$ cat config.mk
export PLATFORM = sky130hd
export DESIGN_NAME = spi_slave_if
export DESIGN_NICKNAME = d
export VERILOG_FILES = /design/src/rtl/spi_slave_if_pkg.sv /design/src/rtl/spi_slave_sync.sv /design/src/rtl/srl_fifo.sv /design/src/rtl/spi_slave_if.sv
export SDC_FILE = /design/constraint.sdc
export NUM_CORES = 1
export LEC_CHECK = 0
export BUFFER_PORTS_ARGS = -buffer_cell sky130_fd_sc_hd__buf_2
export CORE_MARGIN = 2
export CORE_UTILIZATION = 30
export DETAILED_ROUTE_END_ITERATION = 12
export SLEW_MARGIN = 15
export SYNTH_ARGS = -nofsm -noshare
export SYNTH_HDL_FRONTEND = slang
export SYNTH_SLANG_ARGS = --single-unit
$ cat constraint.sdc
create_clock -name clk -period 5.65 [get_ports clk]
set_input_delay 0.2825 -clock clk [delete_from_list [all_inputs] [get_ports clk]]
set_output_delay 0.2825 -clock clk [all_outputs]
set_load 0.05 [all_outputs]
$ cat src/rtl/spi_slave_if_pkg.sv
// Shared SPI definitions: mode/cmd bit positions, default fill byte, state type.
// Latency: n/a (constants and pure functions only).
// Backpressure: n/a.
package spi_slave_if_pkg;

  // Bit positions inside a settings write (din on cmd)
  localparam int CMD_CPHA = 0;
  localparam int CMD_CPOL = 1;
  localparam int CMD_LSB  = 2;
  localparam int CMD_CLR  = 3;

  // Byte returned to the master when nothing has been queued
  localparam logic [7:0] FILL_DEFAULT = 8'hFF;

  typedef enum logic {
    ST_IDLE   = 1'b0,
    ST_ACTIVE = 1'b1
  } state_t;

  // Reverse bit order of a byte (used for LSB-first framing)
  function automatic logic [7:0] bit_rev(input logic [7:0] b);
    logic [7:0] r;
    for (int i = 0; i < 8; i++) begin
      r[i] = b[7-i];
    end
    return r;
  endfunction

endpackage

$ cat src/rtl/spi_slave_sync.sv
// Oversamples sck/ss/mosi into clk and emits single-cycle leading/trailing/ss edge pulses.
// Latency: pulses are high in the 3rd clk after a pin change; state acting on them updates on that edge.
// Backpressure: none; pins are sampled every clk.
module spi_slave_sync (
  input  logic clk,
  input  logic rst,
  input  logic cpol,
  input  logic sck,
  input  logic ss,
  input  logic mosi,
  output logic lead,
  output logic trail,
  output logic ss_fall,
  output logic ss_rise,
  output logic mosi_s
);

  logic [2:0] sck_q;
  logic [2:0] ss_q;
  logic [1:0] mosi_q;

  // Two sync flops per pin plus a third stage on sck/ss for edge detection
  always_ff @(posedge clk or negedge rst) begin
    if (!rst) begin
      sck_q  <= '0;
      ss_q   <= '1;
      mosi_q <= '0;
    end else begin
      sck_q  <= {sck_q[1:0], sck};
      ss_q   <= {ss_q[1:0], ss};
      mosi_q <= {mosi_q[0], mosi};
    end
  end

  // mosi stage 2 lines up with sck stage 2, so it is the bit present at the edge
  assign mosi_s  = mosi_q[1];
  assign lead    = (sck_q[1] != cpol) && (sck_q[2] == cpol);
  assign trail   = (sck_q[1] == cpol) && (sck_q[2] != cpol);
  assign ss_fall = !ss_q[1] && ss_q[2];
  assign ss_rise = ss_q[1] && !ss_q[2];

endmodule

$ cat src/rtl/srl_fifo.sv
// Generic synchronous FIFO, power-of-2 depth, combinational read of the head entry.
// Latency: push visible at head one clk later; pop_dat valid whenever !empty.
// Backpressure: push ignored when full, pop ignored when empty; push+pop in one cycle both honoured.
module srl_fifo #(
  parameter int W     = 8,
  parameter int DEPTH = 16
) (
  input  logic         clk,
  input  logic         rst,
  input  logic         push,
  input  logic [W-1:0] push_dat,
  input  logic         pop,
  output logic [W-1:0] pop_dat,
  output logic         empty,
  output logic         full
);

  localparam int AW = $clog2(DEPTH);

  logic [W-1:0]  mem [DEPTH];
  logic [AW-1:0] wptr;
  logic [AW-1:0] rptr;
  logic [AW:0]   cnt;
  logic          do_push;
  logic          do_pop;

  assign do_push = push && !full;
  assign do_pop  = pop && !empty;
  assign empty   = (cnt == '0);
  assign full    = (cnt == (AW+1)'(DEPTH));
  assign pop_dat = mem[rptr];

  // Pointer and occupancy tracking
  always_ff @(posedge clk or negedge rst) begin
    if (!rst) begin
      wptr <= '0;
      rptr <= '0;
      cnt  <= '0;
    end else begin
      if (do_push) wptr <= wptr + AW'(1);
      if (do_pop)  rptr <= rptr + AW'(1);
      cnt <= cnt + {{AW{1'b0}}, do_push} - {{AW{1'b0}}, do_pop};
    end
  end

  // Storage array, no reset needed: contents are only read when counted valid
  always_ff @(posedge clk) begin
    if (do_push) mem[wptr] <= push_dat;
  end

endmodule

$ cat src/rtl/spi_slave_if.sv
// SPI target: oversampled pins, TX FIFO feeds miso, RX FIFO collects mosi bytes; all CPOL/CPHA, MSB/LSB.
// Latency: SPI pin to internal action 3 clk; bus ack 1 clk after wr/rd/cmd; dout combinational on rd.
// Backpressure: wr dropped (not acked) when TX full; RX byte dropped and ovr set when RX full.
module spi_slave_if
  import spi_slave_if_pkg::*;
#(
  parameter int         DEPTH = 16,
  parameter logic [7:0] FILL  = FILL_DEFAULT
) (
  input  logic       clk,
  input  logic       rst,
  input  logic [7:0] din,
  input  logic       cmd,
  input  logic       wr,
  input  logic       rd,
  output logic [8:0] dout,
  output logic       ack,
  input  logic       spi_sck,
  input  logic       spi_ss,
  input  logic       spi_mosi,
  output logic       spi_miso,
  output logic       spi_miso_oe,
  output logic       busy,
  output logic       ovr,
  output logic       udr
);

  state_t     state;
  logic       cpol, cpha, lsb;
  logic       oe_q;
  logic [2:0] cnt;
  logic [6:0] rx_sr;
  logic [6:0] tx_sr;

  logic       lead, trail, ss_fall, ss_rise, mosi_s;
  logic       active, shift_edge, sample_edge;
  logic       tx_load, rx_push, clr;
  logic [7:0] rx_byte, tx_byte, tx_ord;
  logic       tx_push, tx_empty, tx_full;
  logic       rx_pop, rx_empty, rx_full;
  logic [7:0] tx_pop_dat, rx_pop_dat;

  spi_slave_sync u_sync (
    .clk     (clk),
    .rst     (rst),
    .cpol    (cpol),
    .sck     (spi_sck),
    .ss      (spi_ss),
    .mosi    (spi_mosi),
    .lead    (lead),
    .trail   (trail),
    .ss_fall (ss_fall),
    .ss_rise (ss_rise),
    .mosi_s  (mosi_s)
  );

  // A deselect wins over any sck edge seen in the same cycle
  assign active      = (state == ST_ACTIVE) && !ss_rise;
  assign shift_edge  = cpha ? lead : trail;
  assign sample_edge = cpha ? trail : lead;
  // CPHA=0 preloads at select; afterwards both modes load at the first shift edge of a byte
  assign tx_load     = ((state == ST_IDLE) && ss_fall && !cpha) ||
                       (active && shift_edge && (cnt == 3'd0));
  assign rx_push     = active && sample_edge && (cnt == 3'd7);
  assign rx_byte     = lsb ? bit_rev({rx_sr, mosi_s}) : {rx_sr, mosi_s};
  assign tx_byte     = tx_empty ? FILL : tx_pop_dat;
  assign tx_ord      = lsb ? bit_rev(tx_byte) : tx_byte;
  assign tx_push     = wr && !tx_full;
  assign rx_pop      = rd && !rx_empty;
  assign clr         = cmd && din[CMD_CLR];
  assign dout        = rx_pop ? {1'b0, rx_pop_dat} : {1'b1, 8'h00};
  assign spi_miso_oe = oe_q && !ss_rise;

  srl_fifo #(.W(8), .DEPTH(DEPTH)) u_tx_fifo (
    .clk      (clk),
    .rst      (rst),
    .push     (tx_push),
    .push_dat (din),
    .pop      (tx_load),
    .pop_dat  (tx_pop_dat),
    .empty    (tx_empty),
    .full     (tx_full)
  );

  srl_fifo #(.W(8), .DEPTH(DEPTH)) u_rx_fifo (
    .clk      (clk),
    .rst      (rst),
    .push     (rx_push),
    .push_dat (rx_byte),
    .pop      (rx_pop),
    .pop_dat  (rx_pop_dat),
    .empty    (rx_empty),
    .full     (rx_full)
  );

  // Select FSM plus bit counter, RX shifter and TX shifter driving miso
  always_ff @(posedge clk or negedge rst) begin
    if (!rst) begin
      state    <= ST_IDLE;
      busy     <= 1'b0;
      oe_q     <= 1'b0;
      cnt      <= 3'd0;
      rx_sr    <= '0;
      tx_sr    <= '0;
      spi_miso <= 1'b0;
    end else begin
      case (state)
        ST_IDLE: begin
          if (ss_fall) begin
            state <= ST_ACTIVE;
            busy  <= 1'b1;
            oe_q  <= 1'b1;
            cnt   <= 3'd0;
          end
        end
        ST_ACTIVE: begin
          if (ss_rise) begin
            state <= ST_IDLE;
            busy  <= 1'b0;
            oe_q  <= 1'b0;
            cnt   <= 3'd0;
            rx_sr <= '0;
          end else if (sample_edge) begin
            rx_sr <= {rx_sr[5:0], mosi_s};
            cnt   <= cnt + 3'd1;
          end
        end
        default: state <= ST_IDLE;
      endcase

      if (tx_load) begin
        spi_miso <= tx_ord[7];
        tx_sr    <= tx_ord[6:0];
      end else if (active && shift_edge) begin
        spi_miso <= tx_sr[6];
        tx_sr    <= {tx_sr[5:0], 1'b0};
      end
    end
  end

  // Settings (frozen while selected), sticky flags and bus acknowledge
  always_ff @(posedge clk or negedge rst) begin
    if (!rst) begin
      cpol <= 1'b0;
      cpha <= 1'b0;
      lsb  <= 1'b0;
      ovr  <= 1'b0;
      udr  <= 1'b0;
      ack  <= 1'b0;
    end else begin
      ack <= tx_push || rd || cmd;
      if (cmd && (state == ST_IDLE)) begin
        cpol <= din[CMD_CPOL];
        cpha <= din[CMD_CPHA];
        lsb  <= din[CMD_LSB];
      end
      ovr <= (rx_push && rx_full) || (ovr && !clr);
      udr <= (tx_load && tx_empty) || (udr && !clr);
    end
  end

endmodule
# == After elaboration in Yosys (flattened, before gate mapping) ==
# Memories as Yosys holds them, arrays and structs flattened.
# Cells that the tools add are included.
# word_totals
reg_bits,60
mem_bits_rw,256
inputBits,16
output_inout_bits,15
memories,2
# mem_list
name,depth,width,read_ports,rd_clocked_by_memory_dff,write_ports,line_no,rtl
u_rx_fifo.mem,16,8,1,0,1,srl_fifo.sv:20,logic [W-1:0] mem [DEPTH];
u_tx_fifo.mem,16,8,1,0,1,srl_fifo.sv:20,
# classes
add_sub_neg,9
n_eq_ne,10
n_mux,26
n_bitwise,1
reduce_logical,46
# op_table
operator,count
$mux 7,4
$logic_and 1x1->1,24
$mux 8,3
$add 4x1->4 const B,4
$mux 1,12
$add 5x1->5,2
$eq 5x5->1 const B,2
$logic_not 5->1,2
$sub 5x1->5,2
$logic_not 1->1,9
$mux 3,3
$mux 9,1
$pmux 3 s2,1
$reduce_and 2->1,3
$logic_or 1x1->1,5
$pmux 1 s2,2
$reduce_bool 2->1,2
$add 3x1->3 const B,1
$eq 3x3->1 const B,1
$logic_not 3->1,1
$ne 3x1->1 const B,1
$eq 1x1->1,2
$ne 1x1->1,2
$ne 2x1->1 const B,1
2 further kinds,2

# == Logic depth before layout (Yosys ltp) ==
# depth
depth_word,9
mapped_depth,17
mapped_depth_nobuf,15

# == By module ==
# A second synthesis with hierarchy kept.
# hier_totals
cells_unflattened,784
area_unflattened_um2,13509.2
# modules_own_cells
module,instances,cells_per_inst,area_per_inst_um2
srl_fifo,2,319,5863.1
spi_slave_if,1,132,1532.7
spi_slave_sync,1,14,250.2

# == Least setup slack after synthesis ==
# OpenSTA, ideal clock, no wires.
# synth_timing
path_kind,register to register
from,register cpol
to,register u_tx_fifo.cnt[4]
arrival_time_ns,2.660
t_required_ns,5.525
slack_ns,2.865
stages_incl_launch_ff,17
n_path_buf,2
synth_period_minus_slack_ns,2.785
cell_sequence,dfrtp_1 xor2_2 mux2i_1 a41o_1 buf_6 nor2b_4 buf_6 ha_1 inv_1 ha_1 inv_1 fa_1 inv_1 a21oi_1 nor2_1 nor2_1 xnor2_1
# synth_between
elab_chain_len,8
# synth_lines
item,line_no,rtl
from (decl),spi_slave_if.sv:29,"logic cpol, cpha, lsb;"
from (signal assigned),spi_slave_if.sv:153,cpol <= din[CMD_CPOL];
$eq 1x1->1 (tied with other cells),spi_slave_sync.sv:38,assign trail = (sck_q[1] == cpol) && (sck_q[2] != cpol);
$logic_and 1x1->1 (on tied branches),"spi_slave_sync.sv:38, spi_slave_sync.sv:37",
$mux 1 *,spi_slave_if.sv:59,assign shift_edge = cpha ? lead : trail;
$logic_and 1x1->1 * (2 in series),spi_slave_if.sv:63,(active && shift_edge && (cnt == 3'd0));
$logic_or 1x1->1 *,spi_slave_if.sv:62,assign tx_load = ((state == ST_IDLE) && ss_fall && !cpha) ||
$logic_and 1x1->1 *,srl_fifo.sv:28,assign do_pop = pop && !empty;
net u_tx_fifo.do_pop,srl_fifo.sv:25,logic do_pop;
$sub 5x1->5 *,srl_fifo.sv:42,"cnt <= cnt + {{AW{1'b0}}, do_push} - {{AW{1'b0}}, do_pop};"
to (signal assigned),srl_fifo.sv:42,
to (decl),srl_fifo.sv:23,logic [AW:0] cnt;
# The timed path passes the listed nets; every way through them passes the cells marked *.
# A chain may end at the register's enable or synchronous reset.

# == Worst setup path after layout ==
# layout_timing
from,register u_rx_fifo.rptr[0]
to,output dout[0]
# layout_between
elab_chain_len,2
# layout_lines
item,line_no,rtl
from (decl),srl_fifo.sv:22,logic [AW-1:0] rptr;
from (signal assigned),srl_fifo.sv:41,if (do_pop) rptr <= rptr + AW'(1);
$mem_v2 16x8,n/a,
$mux 9,spi_slave_if.sv:71,"assign dout = rx_pop ? {1'b0, rx_pop_dat} : {1'b1, 8'h00};"
to (decl),spi_slave_if.sv:16,"output logic [8:0] dout,"
# Every way passes these cells.

==> run_results.csv <==
group,metric,value,unit
die,core,42980,um^2
pwr,power_density,470.3,nW/um^2
cts,cts_buffer_depth,3,
detailed_routing,dr_total_vias,6430,
detailed_routing,antenna_left,0,
detailed_routing,wl_per_cell,17.58,um
die,initial_utilization,0.3038,
placement,port_buffers,30,
pwr,ir_drop,0.3148,mV
sta,slew_headroom,0.2065,
detailed_routing,drcViolationCount,0,
cells_and_area,final_nets,824,
min_path,min_to,"u_tx_fifo.mem[15][6]",
sta,finalCritPeriodShare,0.6289,
grt,grt_pass1_wl,38.23,mm
min_path,min_path_type,"primary input to flop",
pwr,power_leakage,0.005109,uW
placement,hpwlAfterDp,15.84,mm
worst_setup_path,r2r_slack,2.40,ns
cts,insertion_delay,0.54,ns
cells_and_area,utilization,0.3452,
logic_synthesis,synth_seq_cells,316,
sta,fmax,0.2814,GHz
grt,antenna_found_initial,0,
cells_and_area,diodes,0,
sta,setup_violations,0,
outcome,run_status,"finished clean",
cts,cts_buffers,31,
detailed_routing,drt-pass1-iter-count,4,
sta,skew,0.007369,ns
die,ios,31,
logic_synthesis,synth-edff-count,256,
grt,grt_max_degree,61,
worst_setup_path,reg2reg_from,"cpha",
cells_and_area,ff_latch_area,9195,um^2
die,die-area,45210,um^2
logic_synthesis,synth_cell_types,46,
grt,grt_usage,0.1089,
sta,hold_viol,0,
logic_synthesis,synth_seq_area_share,0.7041,
logic_synthesis,synth_fp_nets,787,
cts,cts_max_level,1,
worst_setup_path,rr_worst_depth,6,
cells_and_area,synthToLayoutAreaGrowth,13.66,%
worst_setup_path,cp.arrival,3.27,ns
cells_and_area,n_fill_cell,4098,
sta,timing.setup.tns,0,ns
cts,cts_tree,"yes",
logic_synthesis,yosys_warnings,0,
die,die_y,212.6,um
logic_synthesis,yosysTopAreaCellShare,0.5888,
worst_setup_path,cp.required,5.37,ns
logic_synthesis,synthCells,744,
cts,cts_setup_buffers,0,
grt,overflow,0,
sta,period_minus_slack,3.553,ns
worst_setup_path,worstSetupPathType,"flop to primary output",
sta,rsz0062_at_grt,"no",
logic_synthesis,syn_area_per_cell,17.55,um^2
detailed_routing,initialDrtViolationCount,492,
die,die_x,212.6,um
grt,grt_pass1_vias,6560,
detailed_routing,wl,24.44,mm
detailed_routing,via_per_inst,4.626,
min_path,hold_depth,1,
logic_synthesis,syn-cell-area,13060,um^2
cts,clock_tree.root_cell,"clkbuf_16",
logic_synthesis,synthArstFlopShare,0.1899,
sta,worstMarginPinSlew,1.181,ns
die,fp-row-count,76,
worst_setup_path,r2r_end,"u_rx_fifo.mem[1][3]",
min_path,min-delay-start,"din[6]",
cells_and_area,multi_input_area,3577,um^2
cts,cts_sinks,316,
logic_synthesis,yosys-top-cells-area,"edfxtp_1, dfrtp_1, mux4_2",
cells_and_area,drive_above_1_share,0.2037,
worst_setup_path,start_kind,"flop",
cts,clk_pin_slew,0.06,ns
logic_synthesis,yosysTopAreaCell,"edfxtp_1",
flow_run,drv_cap,0,
placement,gp_congestion,0.7335,
worst_setup_path,cp_max_fo,19,
logic_synthesis,ys.flop_type,"edfxtp_1",
sta,final_max_slew_viol_count,0,
worst_setup_path,cp-end-kind,"primary output",
[placed cells by master, fill, tap and decap left out, types with 5 or more instances in the layout]
cell type,instances
a22oi_1,8
mux4_2,56
a221oi_1,18
o21ai_0,9
edfxtp_1,256
o21ai_1,7
clkbuf_16,31
inv_1,28
dlygate4sd3_1,6
nand2b_1,7
mux2_2,13
dfrtp_1,55
a21oi_1,8
nand2_1,17
clkbuf_1,13
buf_4,7
and2_1,25
buf_2,30
nor3_1,26
ha_1,25
a22o_1,8
xnor2_1,17
nor2_1,37
a32o_1,7
mux2i_1,34
nand4_1,5
[synth_stat cells (7+ instances only)]
master / n
nor3_1: 29
ha_1: 25
a221oi_1: 18
nand2b_1: 7
a21oi_1: 8
mux4_2: 56
edfxtp_1: 256
nor2_1: 37
inv_1: 28
buf_2: 7
a22oi_1: 8
clkbuf_1: 19
mux2_2: 13
dfrtp_1: 57
nand2_1: 17
o21ai_0: 9
mux2i_1: 34
a32o_1: 7
xnor2_1: 17
and2_1: 25
a22o_1: 8
o21ai_1: 7
[layout make-up]
| cell class | count | share of cell area |
|---|---|---|
| clock inverter | 9 | 0.005902 |
| tap | 585 | 0.04933 |
| inverter | 28 | 0.007083 |
| multi-input combinational | 361 | 0.2411 |
| timing repair buffer | 43 | 0.01771 |
| clock buffer | 48 | 0.05928 |
| sequential | 316 | 0.6196 |
[worst max-delay path: stages (launching register included)]
cell and delay [ns]:
dfrtp_2 0.79, buf_4 0.46, mux4_2 0.60, mux4_2 0.48, and2_1 0.17, buf_2 0.20
[report_power, final]
| group | internal (uW) | total (uW) | switching [uW] |
|---|---|---|---|
| logic | 911 | 1970 | 1060 |
| clock network | 1120 | 1960 | 843 |
| registers | 2770 | 3050 | 277 |
[routing by layer]
| metal | global-route usage | routed length (um) |
|---|---|---|
| met4 | 0.02653 | 568 |
| met1 | 0.1514 | 11410 |
| met2 | 0.1799 | 11690 |
| met3 | 0.01610 | 780 |
| met5 | 0 | 0 |
[how the worst max path moves through the flow]
stage	start	cells after the start	slack, ns	end
finish	u_rx_fifo.rptr[0]	5	2.10	dout[0]
global route	u_rx_fifo.rptr[0]	5	1.90	dout[4]
CTS	u_rx_fifo.rptr[0]	5	2.01	dout[4]
detailed placement	cpha	6	2.31	u_rx_fifo.mem[3][0]
global placement	cpol	6	2.41	u_rx_fifo.mem[0][5]
floorplan	cpol	16	2.87	u_tx_fifo.cnt[4]
[repair_timing]
| action | in CTS | in global routing |
|---|---|---|
| hold endpoints to repair | 61 | 0 |
| setup endpoints to repair | 0 | 0 |
| hold buffers | 6 | 0 |
| gates resized for setup | 0 | 0 |
[per-stage QoR]
step / hold slack [ns] / power (uW) / setup WS (ns) / instances / cell area (um^2)
floorplan: -0.01309 / 4584 / 2.865 / 744 / 13060
global placement: 0.3337 / 5056 / 2.414 / 1327 / 13790
detailed placement: 0.3356 / 5093 / 2.308 / 1327 / 13790
CTS: 0.1054 / 7064 / 2.007 / 1390 / 14820
global route: 0.1285 / 7350 / 1.901 / 1390 / 14840
finish: 0.1239 / 6979 / 2.097 / 1390 / 14840
[cell families after synthesis]
logic type / count (synthesis) / synth area share
and+or+nand+nor: 138 / 0.05520
adders and majority gates: 27 / 0.02702
DFF: 316 / 0.7041
xor gates and xnor gates: 21 / 0.01466
buffers and inverters: 67 / 0.02367
muxes: 104 / 0.1350
AOI/OAI and AO/OA: 71 / 0.04035
[flip-flops by register name (all words and copies together) (netlist names), 2 cells and up]
| signal | flops |
|---|---|
| u_rx_fifo.mem | 128 |
| u_tx_fifo.mem | 128 |
| rx_sr | 7 |
| tx_sr | 7 |
| u_rx_fifo.cnt | 5 |
| u_tx_fifo.cnt | 5 |
| u_rx_fifo.rptr | 4 |
| u_rx_fifo.wptr | 4 |
| u_tx_fifo.rptr | 4 |
| u_tx_fifo.wptr | 4 |
| cnt | 3 |
| u_sync.sck_q | 3 |
| u_sync.ss_q | 3 |
| u_sync.mosi_q | 2 |
Note: power is estimated with default switching activity, not from simulation.
